## src/rtl/iq_wakeup.sv

```systemverilog
// iq_wakeup: four-entry (parameterisable) collapsing issue-queue slice.
// Entries are kept age-ordered with index 0 the oldest and the valid
// entries packed from index 0. A CDB broadcast sets per-source ready bits.
// The oldest fully-ready entry is offered to the execution unit through a
// valid/ready handshake. Issue outputs are taken from registered state only,
// so there is no combinational path from the CDB to the issue port.

// 4-bit tag equality comparator; every tag compare in the queue uses one.
module iq_eq4 (
    input  logic [3:0] a_i,
    input  logic [3:0] b_i,
    output logic       eq_o
);
    assign eq_o = (a_i == b_i);
endmodule

// Structural invariants of the queue: valid bits form a contiguous run
// from index 0, and the occupancy counter equals the number of valid entries.
module iq_wakeup_chk #(
    parameter int ENTRIES = 4
) (
    input logic                             clk_i,
    input logic                             rst_ni,
    input logic [ENTRIES-1:0]               valid_i,
    input logic [$clog2(ENTRIES+1)-1:0]     occ_i
);
    localparam int CNT_W = $clog2(ENTRIES+1);

    logic [CNT_W-1:0]   cnt_s;
    logic [ENTRIES-1:0] vplus_s;
    logic               contig_s;

    // Population count of the valid vector and a contiguity test (0..01..1).
    always_comb begin
        cnt_s = '0;
        for (int i = 0; i < ENTRIES; i++) begin
            cnt_s = cnt_s + CNT_W'(valid_i[i]);
        end
        vplus_s  = valid_i + {{(ENTRIES-1){1'b0}}, 1'b1};
        contig_s = ((valid_i & vplus_s) == {ENTRIES{1'b0}});
    end

    a_queue_shape: assert property (@(posedge clk_i) disable iff (!rst_ni)
        (cnt_s == occ_i) && contig_s);
endmodule

module iq_wakeup #(
    parameter int ENTRIES = 4,
    parameter int DATA_W  = 32
) (
    input  logic                           clk,
    input  logic                           rst_aL,
    input  logic                           flush,
    input  logic                           enq_valid,
    output logic                           enq_ready,
    input  logic [3:0]                     enq_src1_tag,
    input  logic [3:0]                     enq_src2_tag,
    input  logic                           enq_src1_rdy,
    input  logic                           enq_src2_rdy,
    input  logic [3:0]                     enq_dst_tag,
    input  logic [DATA_W-1:0]              enq_payload,
    input  logic                           cdb_valid,
    input  logic [3:0]                     cdb_tag,
    output logic                           iss_valid,
    input  logic                           iss_ready,
    output logic [3:0]                     iss_dst_tag,
    output logic [DATA_W-1:0]              iss_payload,
    output logic [$clog2(ENTRIES+1)-1:0]   occupancy
);
    localparam int CNT_W = $clog2(ENTRIES+1);
    localparam int IDX_W = $clog2(ENTRIES);
    localparam int TAG_W = 4;

    typedef struct packed {
        logic              valid;
        logic              s1_rdy;
        logic              s2_rdy;
        logic [TAG_W-1:0]  s1_tag;
        logic [TAG_W-1:0]  s2_tag;
        logic [TAG_W-1:0]  dst_tag;
        logic [DATA_W-1:0] payload;
    } entry_t;

    entry_t             ent_q  [ENTRIES];
    entry_t             ent_d  [ENTRIES];
    // One extra always-empty slot so the top entry can shift in "nothing".
    entry_t             wake_s [ENTRIES+1];
    entry_t             new_s;

    logic [ENTRIES-1:0] m1_s;
    logic [ENTRIES-1:0] m2_s;
    logic               em1_s;
    logic               em2_s;

    logic [CNT_W-1:0]   occ_q;
    logic [CNT_W-1:0]   occ_d;
    logic [CNT_W-1:0]   wr_idx_s;
    logic [IDX_W-1:0]   sel_idx_s;
    logic               sel_found_s;
    logic               iss_fire_s;
    logic               enq_fire_s;
    logic               enq_ready_s;
    logic [ENTRIES-1:0] valid_vec_s;

    // Tag comparators: two per stored entry plus two for the incoming entry.
    for (genvar g = 0; g < ENTRIES; g++) begin : g_cmp
        iq_eq4 u_cmp_s1 (.a_i(ent_q[g].s1_tag), .b_i(cdb_tag), .eq_o(m1_s[g]));
        iq_eq4 u_cmp_s2 (.a_i(ent_q[g].s2_tag), .b_i(cdb_tag), .eq_o(m2_s[g]));
    end

    iq_eq4 u_cmp_enq_s1 (.a_i(enq_src1_tag), .b_i(cdb_tag), .eq_o(em1_s));
    iq_eq4 u_cmp_enq_s2 (.a_i(enq_src2_tag), .b_i(cdb_tag), .eq_o(em2_s));

    // Apply this cycle's CDB wakeup to every stored entry before any shifting.
    always_comb begin
        for (int i = 0; i < ENTRIES; i++) begin
            wake_s[i]        = ent_q[i];
            wake_s[i].s1_rdy = ent_q[i].s1_rdy | (cdb_valid & ent_q[i].valid & m1_s[i]);
            wake_s[i].s2_rdy = ent_q[i].s2_rdy | (cdb_valid & ent_q[i].valid & m2_s[i]);
        end
        wake_s[ENTRIES] = '0;
    end

    // Oldest-first select over registered state only.
    always_comb begin
        sel_found_s = 1'b0;
        sel_idx_s   = '0;
        for (int i = 0; i < ENTRIES; i++) begin
            if (!sel_found_s && ent_q[i].valid && ent_q[i].s1_rdy && ent_q[i].s2_rdy) begin
                sel_found_s = 1'b1;
                sel_idx_s   = IDX_W'(i);
            end else begin
                sel_found_s = sel_found_s;
            end
        end
    end

    assign enq_ready_s = (occ_q != CNT_W'(ENTRIES));

    // Next-state: collapse on issue, write the dispatched entry, then flush.
    always_comb begin
        iss_fire_s = sel_found_s & iss_ready;
        enq_fire_s = enq_valid & enq_ready_s;
        // When an issue fires the queue collapses by one, so the tail moves down.
        wr_idx_s   = occ_q - CNT_W'(iss_fire_s);

        new_s         = '0;
        new_s.valid   = 1'b1;
        new_s.s1_rdy  = enq_src1_rdy | (cdb_valid & em1_s);
        new_s.s2_rdy  = enq_src2_rdy | (cdb_valid & em2_s);
        new_s.s1_tag  = enq_src1_tag;
        new_s.s2_tag  = enq_src2_tag;
        new_s.dst_tag = enq_dst_tag;
        new_s.payload = enq_payload;

        for (int i = 0; i < ENTRIES; i++) begin
            if (enq_fire_s && (CNT_W'(i) == wr_idx_s)) begin
                ent_d[i] = new_s;
            end else if (iss_fire_s && (IDX_W'(i) >= sel_idx_s)) begin
                ent_d[i] = wake_s[i+1];
            end else begin
                ent_d[i] = wake_s[i];
            end
            // Flush overrides everything: no entry survives, no bit stays ready.
            ent_d[i].valid  = ent_d[i].valid  & ~flush;
            ent_d[i].s1_rdy = ent_d[i].s1_rdy & ~flush;
            ent_d[i].s2_rdy = ent_d[i].s2_rdy & ~flush;
        end

        if (flush) begin
            occ_d = '0;
        end else begin
            occ_d = occ_q + CNT_W'(enq_fire_s) - CNT_W'(iss_fire_s);
        end
    end

    // Entry array and occupancy counter registers.
    always_ff @(posedge clk or negedge rst_aL) begin
        if (!rst_aL) begin
            for (int i = 0; i < ENTRIES; i++) begin
                ent_q[i] <= '0;
            end
            occ_q <= '0;
        end else begin
            for (int i = 0; i < ENTRIES; i++) begin
                ent_q[i] <= ent_d[i];
            end
            occ_q <= occ_d;
        end
    end

    // Collect valid bits for the structural checker.
    always_comb begin
        for (int i = 0; i < ENTRIES; i++) begin
            valid_vec_s[i] = ent_q[i].valid;
        end
    end

    assign enq_ready   = enq_ready_s;
    assign iss_valid   = sel_found_s;
    assign iss_dst_tag = ent_q[sel_idx_s].dst_tag;
    assign iss_payload = ent_q[sel_idx_s].payload;
    assign occupancy   = occ_q;

    iq_wakeup_chk #(.ENTRIES(ENTRIES)) u_chk (
        .clk_i   (clk),
        .rst_ni  (rst_aL),
        .valid_i (valid_vec_s),
        .occ_i   (occ_q)
    );
endmodule

```

## config.mk

```make
export PLATFORM = sky130hd
export DESIGN_NAME = iq_wakeup
export DESIGN_NICKNAME = d
export VERILOG_FILES = /design/src/rtl/iq_wakeup.sv
export SDC_FILE = /design/constraint.sdc
export NUM_CORES = 1
export LEC_CHECK = 0
export CORE_ASPECT_RATIO = 1.25
export CORE_UTILIZATION = 40
export CTS_CLUSTER_SIZE = 25
export DETAILED_ROUTE_END_ITERATION = 12
export GPL_TIMING_DRIVEN = 0
export SYNTH_ARGS = -nofsm -noshare
export SYNTH_HDL_FRONTEND = slang
export SYNTH_SLANG_ARGS = --single-unit
export TNS_END_PERCENT = 100
```

## constraint.sdc

```tcl
create_clock -name clk -period 4.19 [get_ports clk]
set_input_delay 0.6285 -clock clk [delete_from_list [all_inputs] [get_ports clk]]
set_output_delay 0.6285 -clock clk [all_outputs]
set_load 0.005 [all_outputs]
```

### Yosys cells after proc, flatten, opt, wreduce, memory -nomap -nowiden

Index checks and enable logic that the tools add are counted.

| word-level totals | value |
|---|---|
| bits in registers | 191 |
| output and inout port bits | 41 |

| cells by class | value |
|---|---|
| $add $sub $neg | 3 |
| order comparisons | 5 |
| equal/unequal tests | 14 |
| mux-type cells | 19 |
| bitwise logic cells | 40 |
| reduce and logical (&&, ||, !) cells | 27 |

Operators with widths:

| cell | count |
|---|---|
| $mux 47 | 8 |
| $bmux 47 s2 | 1 |
| $mux 36 | 2 |
| $eq 4x4->1 | 10 |
| $and 1x1->1 | 28 |
| $logic_and 1x1->1 | 19 |
| $or 1x1->1 | 10 |
| $reduce_bool 2->1 | 4 |
| $eq 2x3->1 const A | 2 |
| $sub 3x1->3 | 2 |
| $mux 1 | 5 |
| $ge 1x2->1 const A | 2 |
| $ge 2x2->1 const A | 2 |
| $mux 2 | 2 |
| $add 3x1->3 | 1 |
| $eq 1x3->1 const A | 1 |
| $ge 3x3->1 const B | 1 |
| $logic_not 1->1 | 3 |
| $logic_not 3->1 | 1 |
| $mux 3 | 1 |
| $ne 3x3->1 const B | 1 |
| $not 2->3 | 1 |
| $not 1->1 | 1 |

### Depth between registers and ports, before layout

| depth | value |
|---|---|
| depth in word-level cells | 24 |
| gate-level depth with buffers | 14 |
| mapped depth without buffers | 12 |

### Cells and area by module

Synthesis repeated with hierarchy kept, for this count alone.

| unflattened totals | value |
|---|---|
| cell total of the unflattened synthesis | 871 |
| area, all modules | 9924.5 µm² |

Modules (own cells, without submodules):

| module | times used | cells each | area each (µm²) | seq. area each (µm²) |
|---|---|---|---|---|
| iq_wakeup | 1 | 821 | 9449.1 | 4779.6 |
| iq_eq4 | 10 | 5 | 47.5 | 0.0 |

### Least setup slack after synthesis

No wires, ideal clock.

| timing path | value |
|---|---|
| kind | input to register |
| start | input port iss_ready |
| end | register ent_q[36] (netlist name) |
| setup time | 121 ps |
| arrival | 2352 ps |
| path slack | 1717 ps |
| stages | 11 |
| cells stage by stage | clkbuf_1 nand2_1 inv_1 ha_1 ha_1 o211a_1 o21a_1 and2_4 buf_2 buf_4 a22o_1 |

| between the ends | value |
|---|---|
| word-level cells in the longest chain between the ends | 5 |

Ends and longest elaborated chain:

| item | line | RTL |
|---|---|---|
| from (decl) | 65 | `input logic iss_ready,` |
| $and 1x1->1 * | 142 | `iss_fire_s = sel_found_s & iss_ready;` |
| $sub 3x1->3 | 145 | `wr_idx_s = occ_q - CNT_W'(iss_fire_s);` |
| $eq 2x3->1 | 157 | `if (enq_fire_s && (CNT_W'(i) == wr_idx_s)) begin` |
| $logic_and 1x1->1 | 157 |  |
| $mux 47 or $reduce_bool 2->1 (tied branches) | n/a |  |
| to (signal, indexed assignment) | 186 | `ent_q[i] <= ent_d[i];` |
| to (decl) | 84 | `entry_t ent_q [ENTRIES];` |

Every way passes the cells marked *; elsewhere a longest branch is shown, timed or not.
A chain may end at the register's enable or synchronous reset.

### Final worst setup path

| timing path | value |
|---|---|
| start | register ent_q[46] (netlist name) |
| end | output port iss_payload[31] |

| between the ends | value |
|---|---|
| word-level cells in the longest chain between the ends | 8 |

Ends and longest elaborated chain:

| item | line | RTL |
|---|---|---|
| $logic_and 1x1->1 (3 in series) | 129 | `if (!sel_found_s && ent_q[i].valid && ent_q[i].s1_rdy && ent_q[i].s2_rdy) begin` |
| $mux 2 | 129 |  |
| $not 2->3 (implied by the code) | 202 | `assign iss_payload = ent_q[sel_idx_s].payload;` |
| $bmux 47 s2 | 202 |  |
| $mux 36 (implied by the code) (2 in series) | 202 |  |
| to (decl) | 67 | `output logic [DATA_W-1:0] iss_payload,` |

No other way between the ends. The select of a mux whose other input is x is not followed.

==> key figures <==
Run status
  • Status: complete, no violations

Setup path
  • Critical R2R Launch: ent_q[46]
  • CP required: 3.56 ns
  • Crit. End Element: output port
  • Reg-to-reg critical path endpoint: ent_q[128]
  • Slowest stage cell on the critical path: clkdlybuf4s50_1
  • Worst path arrival time: about 3.1 ns
  • Slowest cell delay on critical path: between 0.5 and 0.6 ns
  • Worst setup path class: flip-flop to output port
  • CP max FO: 10
  • CP cell instances: nand3_2 -> nand2_1 -> nand3_1 -> clkbuf_1 -> nand2_1 -> a31oi_1 -> clkdlybuf4s50_1
  • R2R depth: 12
  • CP most frequent cell: nand2_1
  • Worst reg2reg setup slack: 1.04 ns
  • Critical path launch point type: flip-flop

STA
  • Final cycle utilization of the critical path: 0.8928
  • Clock Skew: 0.01187 ns
  • Crit path time final: between 3 and 4 ns
  • Final hold violations: 0
  • Max-Slew Margin vs Limit: 0.3869
  • Peak Freq: 267.3 MHz
  • Worst hold slack: 0.2064 ns
  • Worst-margin pin slew: between 0.9 and 1 ns
  • Setup-failing EPs final: 0
  • RSZ-0062 raised after global routing: false
  • Final Max Slew Viols: 0

Floorplan
  • Num ports: a little under 100
  • Initial Util: 0.4097
  • DIE AREA: 25910 um^2
  • Chip Width: 144.2 um
  • Core area: 24660 um^2
  • Chip height: about 180 um
  • Rows: 64

Logic synthesis
  • Ys async rst share: 1.000
  • Post-Syn Instances: around 1.1k
  • Share of the synthesized area in the top cell type: 0.4730
  • Seq cells post-synth: 191
  • Yosys warning total: 0
  • Mapped Area: 10100 um^2
  • Sequential area share after synthesis: 0.4730
  • Most used DFF post-synth: dfrtp_1
  • Post-synth net total: 1136
  • Number of flops mapped to enable cells by yosys: 0
  • Library cells used by synthesis: 43
  • Yosys top cell by area: dfrtp_1
  • Mapped Avg Cell Area: 9.400 um^2
  • Dominant cells by area after synthesis: dfrtp_1 47%, mux2i_1 9.7%, nand2_1 5.6%

Placement
  • DP HPWL: 20.80 mm
  • I/O Buffers: 91
  • Area after DPL: 11460 um^2
  • Routability Congestion: 0.8609

GRT
  • Initial antenna violation count: 0
  • Remaining global-route overflow: 0
  • First-pass GRT wire length: 49.04 mm
  • GRT Util Overall: 0.2509
  • Vias in the first global route: 8497
  • Largest net degree at the start of global routing: around 110

Clocking
  • Clock Latency Late Sink: 0.44 ns
  • Setup Fix Bufs, Post-CTS: 0
  • Hold Buf Count CTS: 0
  • Clock sinks: 191
  • Clock transition at path regs: 0.07 ns
  • H-tree level count: 4
  • Clock tree buffer depth: 2
  • Cts bufs inserted: 17
  • Clock tree root driver cell: clkbuf_16
  • CTS tree: done
  • Post-CTS sizing: 0

Drt
  • Initial drt markers: 563
  • Antenna-violating nets left: 0
  • Vias: 8522
  • Vias per Instance: 5.577
  • DRC violations left: 0
  • Total Wirelength: roughly 31 mm
  • Wire per inst: 20.48 um
  • Drt first pass iters: 5

Run
  • Max_cap viols: 0

Cells and area
  • Layout cells sized above 1: 0.09265
  • Post-layout instance area: 12040 um^2
  • Area delta synth->final: 19.19%
  • Final core utilization: 0.4883
  • Final nets: 1247
  • Antenna Cells: 0

Hold path
  • HP Class: input port to async pin

Pwr
  • Peak supply drop: 288.5 uV
  • Pleak: 5.781 nW
  • PD cells: 617.8 nW/um^2
## metal layers
metal	track usage	part of all wire
met1	0.3322	0.44
met2	0.4249	0.50
met3	0.02983	0.040
met4	0.07747	0.023
met5	0	0
## worst max-delay path by stage
stage                    start              end  slack [ns]  cells past startpoint
floorplan            iss_ready        ent_q[36]        1.72                     11
global placement        rst_aL        ent_q[89]       -5.89                      1
detailed placement   ent_q[93]   iss_dst_tag[3]        0.92                      8
CTS                  ent_q[93]   iss_dst_tag[3]        0.46                      8
global route        ent_q[187]   iss_dst_tag[3]        0.33                      8
finish               ent_q[46]  iss_payload[31]        0.45                      7
## cells by family (layout without fill, tap and decap cells)
logic type      Yosys count  in the layout  share of synthesized area
simple gates            363            363                     0.1521
xor+xnor                 42             42                    0.03640
buf+inv                  91            214                    0.04990
compound gates          285            285                     0.1846
flops                   191            191                     0.4730
mux                      98             98                    0.09708
fa+ha+maj                 5              5                   0.006934
## synth_stat cells (2+ instances only)
cell and n:
a41oi_1 2, o32ai_1 2, mux2i_1 98, a22o_1 46, nor3_1 9, o2bb2ai_1 2, a21oi_1 101, a31oi_1 74
nand2_1 151, a211oi_1 36, o21a_1 2, nand3_1 7, a41o_1 4, inv_1 5, xor2_1 30, nor4_1 2
ha_1 4, o21ai_0 6, or2_2 2, xnor2_1 12, nor2b_1 38, nand4_1 3, o22ai_1 4, buf_2 52
buf_6 9, buf_4 8, dfrtp_1 191, clkbuf_1 16, and3_1 3, nand3_2 2, nor2_1 141, a31o_2 2
## stage by stage
stage | std cells | worst slack, ns | power [mW] | setup TNS (ns)
after floorplan | 1075 | 1.717 | 4.798 | 0
after global placement | 1496 | -5.895 | 5.740 | -1122.83
after CTS | 1528 | 0.4577 | 7.464 | 0
final | 1528 | 0.4491 | 7.441 | 0
after global routing | 1528 | 0.3299 | 7.922 | 0
after detailed placement | 1497 | 0.9227 | 5.813 | 0
## state kept, by name, summed over array words and instances (netlist names)
name,count
ent_q,188
occupancy,3
## area by class of cell
| cell class | instances | area, um^2 |
|---|---|---|
| Multi-Input combinational cell | 793 | 4821 |
| Timing Repair Buffer | 92 | 943.4 |
| Fill cell | 2434 | 12620 |
| Sequential cell | 191 | 4780 |
| Clock buffer | 22 | 474.2 |
| Tap cell | 330 | 412.9 |
| Clock inverter | 9 | 108.9 |
| Inverter | 5 | 18.77 |
| Buffer | 86 | 485.5 |
## cells in the final DEF, fill, tap and decap left out, types with 5 or more instances in the layout
cell,instances
nand3_1,7
o21ai_0,6
a21oi_1,101
inv_1,5
buf_2,52
nor3_1,9
nor2b_1,38
nand2_1,151
xnor2_1,12
a22o_1,46
buf_4,8
clkdlybuf4s50_1,90
clkbuf_1,18
nor2_1,141
dfrtp_1,191
a211oi_1,36
xor2_1,30
clkbuf_16,17
a31oi_1,74
mux2i_1,98
buf_6,9
## worst max-delay path: cells and delay by family (launching register included)
kind,cells,cell delay [ns]
simple gates,4,0.75
flops,1,0.48
buf+inv,2,1.10
compound gates,1,0.35
## where the power goes
part | internal, mW | switching, mW
Clock | 0.924 | 0.729
Sequential | 2.70 | 0.677
Combinational | 1.30 | 1.11
Total | 4.93 | 2.51
Power figures use the tool's default switching activity.
==> variant (same flow settings) <==
`ENTRIES` is set to 4 in 2 places; all go to 8.
--- a/src/rtl/iq_wakeup.sv
+++ b/src/rtl/iq_wakeup.sv
@@ -17,7 +17,7 @@
 // Structural invariants of the queue: valid bits form a contiguous run
 // from index 0, and the occupancy counter equals the number of valid entries.
 module iq_wakeup_chk #(
-    parameter int ENTRIES = 4
+    parameter int ENTRIES = 8
 ) (
     input logic                             clk_i,
     input logic                             rst_ni,
@@ -45,7 +45,7 @@
 endmodule
 
 module iq_wakeup #(
-    parameter int ENTRIES = 4,
+    parameter int ENTRIES = 8,
     parameter int DATA_W  = 32
 ) (
     input  logic                           clk,
Interface: changed (resized occupancy); port bits go from 97 to 98. The function was not compared with the original's and may differ.
==> variant against the unedited design <==
- hold slack got worse by 0.19 ns
- design area rose by 100%
- synthesized area rose by 110%
- total power rose by 89%
- sequential power rose by 84%
- routed wire length rose by 140%
- sequential share of layout area fell by 0.67 points
- sequential cell count rose by 189
- worst setup slack got worse by 0.35 ns
- critical endpoint is now iss_payload[7]
- highest routed layer is now met5
==> variant: results (changes against the unedited design) <==
- The DRC marker count from the first detailed-route iteration was 1961 (was 563).
- The synthesized netlist net count was 2307 (was 1136).
- The slack of the worst reg-to-reg path was 0.21 ns (was 1.04 ns).
- The total global-route track usage is 27.3% (was 25.1%).
- The detailed-routing iteration count for the pre-antenna-repair pass is 6 (was 5).
- Status: finished clean (unchanged).
- The largest stage delay on the critical path came to 0.51 ns (was 0.57 ns).
- The timing startpoint of the critical path is ent_q[280] (was ent_q[46]).
- The number of flip-flops under the largest register name is 376 (was 188).
- The via count of the first global-routing pass came to 18159 (was 8497).
- The maximum level of the CTS H-tree was 2 (was 4).
- The average wire per standard cell is 24.1 um (was 20.5 um).
- The count of cell types in the netlist came to 51 (was 43).
- The average via count per standard cell is 5.94 (was 5.58).
- The maximum number of pins on one net before global-route repair is 120 (was 109).
- The mean post-synth cell area came to 9.47 um2 (was 9.40 um2).
- The register area share after synthesis came to 44.8% (was 47.3%).
- The wire length of the first global-routing pass is 113000 um (was 49000 um).
- The slowest cell on the critical path is sky130_fd_sc_hd__nand4_1 (was sky130_fd_sc_hd__clkdlybuf4s50_1).
- The routability congestion estimate is 0.928 (was 0.861).
- The post-placement cell count is 2964 (was 1497).
- The count of filler cells inserted in the layout is 5081 (was 2434).
- The total clock buffers created by CTS came to 42 (was 17).
- The setup clock skew after layout is 0.0176 ns (was 0.0119 ns).
- Most used standard cells in the synthesized netlist: sky130_fd_sc_hd__dfrtp_1 (380), sky130_fd_sc_hd__o21ai_0 (329), sky130_fd_sc_hd__mux2i_1 (327) (was sky130_fd_sc_hd__dfrtp_1 (191), sky130_fd_sc_hd__nand2_1 (151), sky130_fd_sc_hd__nor2_1 (141)).
- The length in cells of the worst reg-to-reg path is 15 (was 12).
- The setup slack after placement is -1.13 ns (was 0.923 ns).
- The relative slew slack came to 15.9% (was 38.7%).
- The peak supply drop is 320 uV (was 289 uV).
- The number of antenna violations at the first check in global routing is 4 (was 0).
[variant: changes by cell type in the layout (fill, tap and decap cells not counted), moves of 50 or more]
cell,before,now
sky130_fd_sc_hd__a21oi_1,101,209
sky130_fd_sc_hd__a31oi_1,74,2
sky130_fd_sc_hd__clkbuf_1,18,81
sky130_fd_sc_hd__clkbuf_2,0,67
sky130_fd_sc_hd__clkdlybuf4s50_1,90,40
sky130_fd_sc_hd__dfrtp_1,191,379
sky130_fd_sc_hd__mux2i_1,98,327
sky130_fd_sc_hd__nand2_1,151,237
sky130_fd_sc_hd__nand3_1,7,114
sky130_fd_sc_hd__o21ai_0,6,329
[variant: area by class of cell]
type,count,area share [%]
Tap cell,672,3.45
Inverter,6,0.0924
Buffer,231,4.61
Multi-Input combinational cell,1622,44.1
Clock inverter,14,0.611
Antenna cell,1,0.0103
Clock buffer,62,5.25
Sequential cell,380,39.0
Timing Repair Buffer,64,2.86
[variant: worst max path at each step]
| stage | end | slack (ns) | cells past startpoint |
|---|---|---|---|
| after floorplan | ent_q[36] | 0.76 | 14 |
| after global placement | occupancy[0] | -14.85 | 1 |
| after detailed placement | ent_q[302] | -1.13 | 15 |
| after CTS | ent_q[134] | 0.002 | 15 |
| after global routing | iss_payload[11] | 0.004 | 10 |
| final | iss_payload[7] | 0.1 | 9 |
[variant: cells by family after synthesis]
logic type	after synthesis	share of synthesized area [%]
fa+ha+maj	10	0.625
flops	380	44.8
xor+xnor	76	3.14
buf+inv	239	4.93
simple gates	514	10.6
mux	364	17.9
compound gates	658	18.0
[variant: power by group]
group          leakage, nW  internal (mW)  total (mW)  switching [mW]
clock                0.714           2.30        3.90            1.60
combinational         6.51           1.99        3.94            1.95
sequential            4.89           5.06        6.22            1.16
[variant: metrics by stage]
stage	TNS, ns	hold WS (ns)	total power, mW
finish	0	0.0116	14.1
global route	0	0.0374	14.8
CTS	0	0.0181	14.1
detailed placement	-167.79	0.497	10.1
global placement	-5832.37	0.499	9.97
floorplan	0	0.333	8.55
[variant: timing repair]
action | in CTS | in global routing
resized for setup | 29 | 102
setup endpoints to repair | 360 | 333
setup buffers | 12 | 1
pin swaps | 6 | 4
cloned | 0 | 0
[variant: per-layer routing]
| metal | track usage, % | vias up | part of all wire [%] |
|---|---|---|---|
| met4 | 14.8 | 4 | 5.1 |
| met1 | 33.8 | 9024 | 40 |
| li1 | - | 8187 | - |
| met3 | 4.45 | 192 | 5.9 |
| met5 | 0 | - | 0.033 |
| met2 | 45.6 | 721 | 49 |
